===== config.mk =====
export PLATFORM = sky130hd
export DESIGN_NAME = pc_sequencer
export DESIGN_NICKNAME = d
export VERILOG_FILES = /design/src/rtl/core_pkg.sv /design/src/rtl/pc_target.sv /design/src/rtl/pc_sequencer.sv
export SDC_FILE = /design/constraint.sdc
export NUM_CORES = 1
export LEC_CHECK = 0
export BUFFER_PORTS_ARGS = -buffer_cell sky130_fd_sc_hd__buf_2
export CORE_MARGIN = 2
export CORE_UTILIZATION = 58
export CTS_CLUSTER_SIZE = 24
export DETAILED_ROUTE_END_ITERATION = 10
export HOLD_SLACK_MARGIN = 0.02
export PLACE_DENSITY = 0.87
export SLEW_MARGIN = 20
export SYNTH_ARGS = -nofsm -noshare
export SYNTH_HDL_FRONTEND = slang
export SYNTH_HIERARCHICAL = 1
export SYNTH_SLANG_ARGS = --single-unit

===== constraint.sdc =====
create_clock -name clk_i -period 5.96 [get_ports clk_i]
set_input_delay 0.596 -clock clk_i [delete_from_list [all_inputs] [get_ports clk_i]]
set_output_delay 0.596 -clock clk_i [all_outputs]
set_load 0.05 [all_outputs]

===== src/rtl/core_pkg.sv =====
`default_nettype none
// ============================================================================
// Module  : core_pkg
// Purpose : Shared encodings for the RV32I core front end. These are the
//           branch-decision codes from the EX branch unit, the canonical NOP,
//           and the fetch sequencer state type.
// Revision: 1.0 - initial release
// ============================================================================
package core_pkg;

  // Branch decision driven by the EX-stage branch unit.
  typedef enum logic [1:0] {
    BR_NONE = 2'b00,
    BR_COND = 2'b01,
    BR_JALR = 2'b10,
    BR_JAL  = 2'b11
  } br_sel_e;

  // addi x0, x0, 0
  localparam logic [31:0] NOP_INSTR = 32'h0000_0013;

  // Fetch sequencer states.
  typedef enum logic [1:0] {
    ST_FETCH = 2'd0,
    ST_HOLD  = 2'd1,
    ST_DRAIN = 2'd2,
    ST_TRAP  = 2'd3
  } pc_seq_state_t;

endpackage
`default_nettype wire


===== src/rtl/pc_target.sv =====
`default_nettype none
// ============================================================================
// Module  : pc_target
// Purpose : Redirect target computation. Conditional branches and JAL use
//           ex_pc + imm, and JALR uses rs1+imm with bit 0 cleared. The
//           module also flags targets that are not 4-byte aligned.
// Revision: 1.0 - initial release
// ============================================================================
module pc_target
  import core_pkg::*;
#(
  parameter int XLEN = 32
) (
  input  logic [1:0]      branch_sel_i,
  input  logic [XLEN-1:0] ex_pc_i,
  input  logic [XLEN-1:0] imm_i,
  input  logic [XLEN-1:0] alu_result_i,
  output logic [XLEN-1:0] target_o,
  output logic            misaligned_o
);

  // JALR takes the ALU sum with bit 0 forced low; everything else is PC-relative.
  always_comb begin
    target_o = ex_pc_i + imm_i;
    if (branch_sel_i == BR_JALR) begin
      target_o = alu_result_i & ~XLEN'(1);
    end
  end

  // Bit 0 is either cleared (JALR) or ignored, so only bit 1 matters here.
  assign misaligned_o = target_o[1];

endmodule
`default_nettype wire


===== src/rtl/pc_sequencer.sv =====
`default_nettype none
// ============================================================================
// Module  : pc_sequencer
// Purpose : Program counter and fetch sequencer. It issues single-outstanding
//           instruction fetches and buffers one instruction for decode. It
//           also applies branch redirects with a flush pulse and traps on
//           misaligned targets.
// Revision: 1.0 - initial release
// ============================================================================
module pc_sequencer
  import core_pkg::*;
#(
  parameter int              XLEN     = 32,
  parameter logic [XLEN-1:0] RESET_PC = '0
) (
  input  logic            clk_i,
  input  logic            rst_i,
  input  logic            ex_valid_i,
  input  logic [1:0]      branch_sel_i,
  input  logic [XLEN-1:0] ex_pc_i,
  input  logic [XLEN-1:0] imm_i,
  input  logic [XLEN-1:0] alu_result_i,
  input  logic            stall_i,
  output logic            imem_req_o,
  output logic [XLEN-1:0] imem_addr_o,
  input  logic            imem_ack_i,
  input  logic [31:0]     imem_rdata_i,
  output logic            if_valid_o,
  output logic [31:0]     if_instr_o,
  output logic [XLEN-1:0] if_pc_o,
  output logic            flush_o,
  output logic            misalign_o
);

  localparam logic [XLEN-1:0] PC_STEP = XLEN'(4);

  pc_seq_state_t   state_q, state_d;
  logic [XLEN-1:0] pc_q, pc_d;
  logic [XLEN-1:0] addr_q, addr_d;
  logic            req_q, req_d;
  logic            buf_valid_q, buf_valid_d;
  logic [31:0]     buf_instr_q, buf_instr_d;
  logic [XLEN-1:0] buf_pc_q, buf_pc_d;
  logic            misalign_q, misalign_d;

  logic [XLEN-1:0] target_w;
  logic            target_misaligned_w;
  logic            redirect_w;
  logic            ack_w;
  logic            consume_w;

  pc_target #(
    .XLEN(XLEN)
  ) u_pc_target (
    .branch_sel_i (branch_sel_i),
    .ex_pc_i      (ex_pc_i),
    .imm_i        (imm_i),
    .alu_result_i (alu_result_i),
    .target_o     (target_w),
    .misaligned_o (target_misaligned_w)
  );

  // A trapped sequencer ignores the branch unit entirely.
  assign redirect_w = ex_valid_i && (branch_sel_i != BR_NONE) && (state_q != ST_TRAP);
  // Acks are only meaningful while a request is actually on the bus.
  assign ack_w      = imem_ack_i && req_q;
  assign consume_w  = buf_valid_q && !stall_i;

  // Next-state logic. The FSM, pc, fetch address, and output buffer are computed here.
  always_comb begin
    state_d     = state_q;
    pc_d        = pc_q;
    addr_d      = addr_q;
    buf_valid_d = buf_valid_q && !consume_w;
    buf_instr_d = buf_instr_q;
    buf_pc_d    = buf_pc_q;
    misalign_d  = misalign_q;

    if (redirect_w) begin
      buf_valid_d = 1'b0;
      pc_d        = target_w;
      if (target_misaligned_w) begin
        state_d    = ST_TRAP;
        misalign_d = 1'b1;
        addr_d     = target_w;
      end else if (req_q && !ack_w) begin
        // The old request must finish on its original address before the
        // target is presented.
        state_d = ST_DRAIN;
      end else begin
        state_d = ST_FETCH;
        addr_d  = target_w;
      end
    end else begin
      case (state_q)
        ST_FETCH: begin
          if (ack_w) begin
            if (buf_valid_q && stall_i) begin
              // No room for this word. Drop it without advancing pc, so it is
              // refetched once decode drains the buffer.
              state_d = ST_HOLD;
            end else begin
              buf_valid_d = 1'b1;
              buf_instr_d = imem_rdata_i;
              buf_pc_d    = addr_q;
              pc_d        = pc_q + PC_STEP;
              addr_d      = pc_q + PC_STEP;
            end
          end
        end
        ST_HOLD: begin
          if (!stall_i) begin
            state_d = ST_FETCH;
          end
        end
        ST_DRAIN: begin
          if (ack_w) begin
            state_d = ST_FETCH;
            addr_d  = pc_q;
          end
        end
        default: begin
        end
      endcase
    end

    req_d = (state_d == ST_FETCH) || (state_d == ST_DRAIN);
  end

  // State and registered outputs. imem_req_o stays low until the first edge after reset.
  always_ff @(posedge clk_i or posedge rst_i) begin
    if (rst_i) begin
      state_q     <= ST_FETCH;
      pc_q        <= RESET_PC;
      addr_q      <= RESET_PC;
      req_q       <= 1'b0;
      buf_valid_q <= 1'b0;
      buf_instr_q <= NOP_INSTR;
      buf_pc_q    <= '0;
      misalign_q  <= 1'b0;
    end else begin
      state_q     <= state_d;
      pc_q        <= pc_d;
      addr_q      <= addr_d;
      req_q       <= req_d;
      buf_valid_q <= buf_valid_d;
      buf_instr_q <= buf_instr_d;
      buf_pc_q    <= buf_pc_d;
      misalign_q  <= misalign_d;
    end
  end

  assign imem_req_o  = req_q;
  assign imem_addr_o = addr_q;
  assign if_valid_o  = buf_valid_q;
  assign if_instr_o  = buf_instr_q;
  assign if_pc_o     = buf_pc_q;
  assign flush_o     = redirect_w;
  assign misalign_o  = misalign_q;

endmodule
`default_nettype wire


==> run metrics <==
result of the run complete, no violations; clock skew 0.01536 ns; number of standard-cell rows in the floorplan 45; Top FF cell, synth sky130_fd_sc_hd__dfrtp_1; most used cells in the layout excluding fill and tap cells sky130_fd_sc_hd__buf_2 (233), sky130_fd_sc_hd__dfrtp_1 (130), sky130_fd_sc_hd__nand2_1 (102); fill count 1150; number of global-route vias before repair 7830; element type at the critical path end flip-flop; # port buffers 233; Max Root-Sink Buffers 2; post-layout instance count excluding filler cells 1362; Post-Syn Area 8795 µm²; WP data required 6.28 ns; leading cell type in the layout, fill and taps excluded sky130_fd_sc_hd__buf_2; total instance count after detailed placement 1329; average via count per standard cell 6.222; fin crit share 0.5290; number of enable flip-flop cells after synthesis 0; wire length of the first global-routing pass 39.99 mm; time the final worst path needs with I/O delays and setup 3.153 ns; Synth Instances 964; fmax 317.2 MHz; Overall Global Routing Usage 0.3116; detail-routed net length per standard cell 18.48 µm; final core utilization 0.7035; Max-Cap Viols 0; height of the chip 127.1 µm; share of the yosys chip area belonging to registers 0.3789; cts-stage hold buffer count 0; synthesized netlist net count 1132; class of the most critical hold timing path in -> async; unrepaired setup endpoints after global routing no; final setup violation count 0; startpoint types primary input; post-detail-place hpwl 18.46 mm; max-slew violation count 0; Crit Path Max Fanout 19; share of cells above drive strength 1 0.3211; count of instances resized after the clock tree is built 0; Warnings, synthesis 6; Cell Pwr Density 550.7 nW/µm²; number of levels in the clock H-tree 4; Slew Limit Headroom 0.3225; floorplan die area 16160 µm²; setup bufs post-CTS 0; CTS tree done; I/O pins 235; count of unresolved DRC violations after routing 0; global route overflow 0; remaining number of nets flagged by the antenna check after routing 0; horizontal extent of the die 127.1 µm; Worst R2R Path Depth 4; clock tree sinks 133; mean area per synthesized cell 9.123 µm²; CTS Buf Count 17; Least-Margin Pin Slew 1.016 ns; Vias 8475; Total Neg Setup Slack 0 ns; number of antenna violations at the first check in global routing 0; ANT cells 0; Iter 0 DRT Violations 846; hold_ws 0.2909 ns; endpoint arrival time on the critical path 3.47 ns; Final Wtd Congestion 0.9559; library cells used by synthesis 83; initial standard-cell utilization of the core 0.5850; clock insertion delay at the later pin of the skew report 0.43 ns; CTS root buffer sky130_fd_sc_hd__clkbuf_16; IR drop worst, VDD 0.0003739 V; core area 15030 µm²; cell leakage power 4.758 nW; post-detailed-routing wire length 25.17 mm; Clock Pin Slew Worst Setup and Hold Paths 0.06 ns; final layout net count 1329; pin count of the biggest net entering global routing 73; Final Hold Viols 0; total of flip-flops plus latches after synthesis 133; area growth from synthesis to layout 20.24%; number of detailed-route iterations in the first pass 5; critical path start-end classification in -> reg; share of synthesized registers carrying an async set or reset 1.000; flop-to-flop setup slack 3.33 ns
[power breakdown]
group          internal, W  switching [W]
clock network     0.000682       0.000432
registers          0.00134       0.000449
logic             0.000856        0.00206
[kinds of logic (layout without fill, tap and decap cells)]
logic type               after synthesis  count (layout)  share of synthesized area
AO/OA/AOI/OAI                        231             231                     0.1670
buffers and inverters                 78             288                    0.04339
multiplexers                          69              69                    0.08792
flip-flops                           133             133                     0.3789
adder cells (fa/ha/maj)               33              33                    0.04780
AND/OR/NAND/NOR                      349             349                     0.2043
XOR/XNOR                              71              71                    0.07071
[flip-flops by register name, indices dropped and copies added (netlist names), named ones only]
| signal | count |
|---|---|
| state_q | 1 |
| if_pc_o | 32 |
| imem_addr_o | 32 |
| if_instr_o | 32 |
| misalign_o | 1 |
| if_valid_o | 1 |
| imem_req_o | 1 |
| pc_q | 32 |
[final timing paths]
check,startpoint,endpoint
min in group clk_i,imem_rdata_i[19],if_instr_o[19]
setup / recovery,ex_pc_i[0],imem_addr_o[11]
setup reg to reg,state_q[0],pc_q[23]
hold reg to reg,misalign_o,misalign_o
hold / removal,rst_i,if_instr_o[21]
max in group asynchronous,rst_i,if_instr_o[28]
[cells in the mapped netlist, types with 8 or more instances]
cell | count | area, µm²
sky130_fd_sc_hd__a21o_1 | 11 | 82.58
sky130_fd_sc_hd__a21oi_1 | 72 | 360.4
sky130_fd_sc_hd__a31oi_1 | 8 | 50.05
sky130_fd_sc_hd__buf_2 | 30 | 150.1
sky130_fd_sc_hd__buf_4 | 9 | 67.56
sky130_fd_sc_hd__clkbuf_1 | 17 | 63.81
sky130_fd_sc_hd__dfrtp_1 | 130 | 3253
sky130_fd_sc_hd__ha_1 | 32 | 400.4
sky130_fd_sc_hd__inv_1 | 16 | 60.06
sky130_fd_sc_hd__mux2_2 | 66 | 743.2
sky130_fd_sc_hd__nand2_1 | 102 | 382.9
sky130_fd_sc_hd__nand3_1 | 35 | 175.2
sky130_fd_sc_hd__nand4_1 | 26 | 162.7
sky130_fd_sc_hd__nor2_1 | 95 | 356.6
sky130_fd_sc_hd__nor2b_1 | 8 | 50.05
sky130_fd_sc_hd__nor3_1 | 23 | 115.1
sky130_fd_sc_hd__nor4_1 | 8 | 50.05
sky130_fd_sc_hd__o211ai_1 | 9 | 67.56
sky130_fd_sc_hd__o21ai_0 | 49 | 245.2
sky130_fd_sc_hd__o22ai_1 | 14 | 87.58
sky130_fd_sc_hd__o31ai_1 | 8 | 60.06
sky130_fd_sc_hd__xnor2_1 | 37 | 324.1
sky130_fd_sc_hd__xor2_1 | 34 | 297.8
[worst max-delay path, stage by stage]
cell	delay, ns
sky130_fd_sc_hd__buf_2	0.10
sky130_fd_sc_hd__ha_1	0.21
sky130_fd_sc_hd__fa_1	0.43
sky130_fd_sc_hd__nand2_1	0.07
sky130_fd_sc_hd__nand2_1	0.14
sky130_fd_sc_hd__or3b_1	0.41
sky130_fd_sc_hd__nand3_1	0.48
sky130_fd_sc_hd__nand2b_1	0.61
sky130_fd_sc_hd__a221oi_1	0.41
[metal layers]
layer,part of all wire,GRT usage,vias to the layer above
met5,0,0,-
met4,0.042,0.1480,0
met3,0.095,0.06114,67
met2,0.46,0.4892,535
met1,0.40,0.4183,3985
li1,-,-,3888
[cell type report]
class | count | area (µm²) | share of cell area
Clock buffer | 18 | 439.2 | 0.04153
Clock inverter | 14 | 190.2 | 0.01798
Inverter | 16 | 62.56 | 0.005916
Multi-Input combinational cell | 753 | 5094 | 0.4817
Sequential cell | 133 | 3332 | 0.3151
Tap cell | 188 | 235.2 | 0.02224
Timing Repair Buffer | 240 | 1222 | 0.1156
[metrics by stage]
stage          power (W)  cell area, µm²  setup slack, ns
2_1_floorplan   0.003966            8795            1.815
3_3_place_gp    0.004581            9935            2.396
3_5_place_dp    0.004665            9935            2.326
4_1_cts         0.005813           10560            2.790
5_1_grt         0.006106           10580            2.598
6_report        0.005824           10580            2.807
Note: power is estimated with default switching activity, not from simulation.
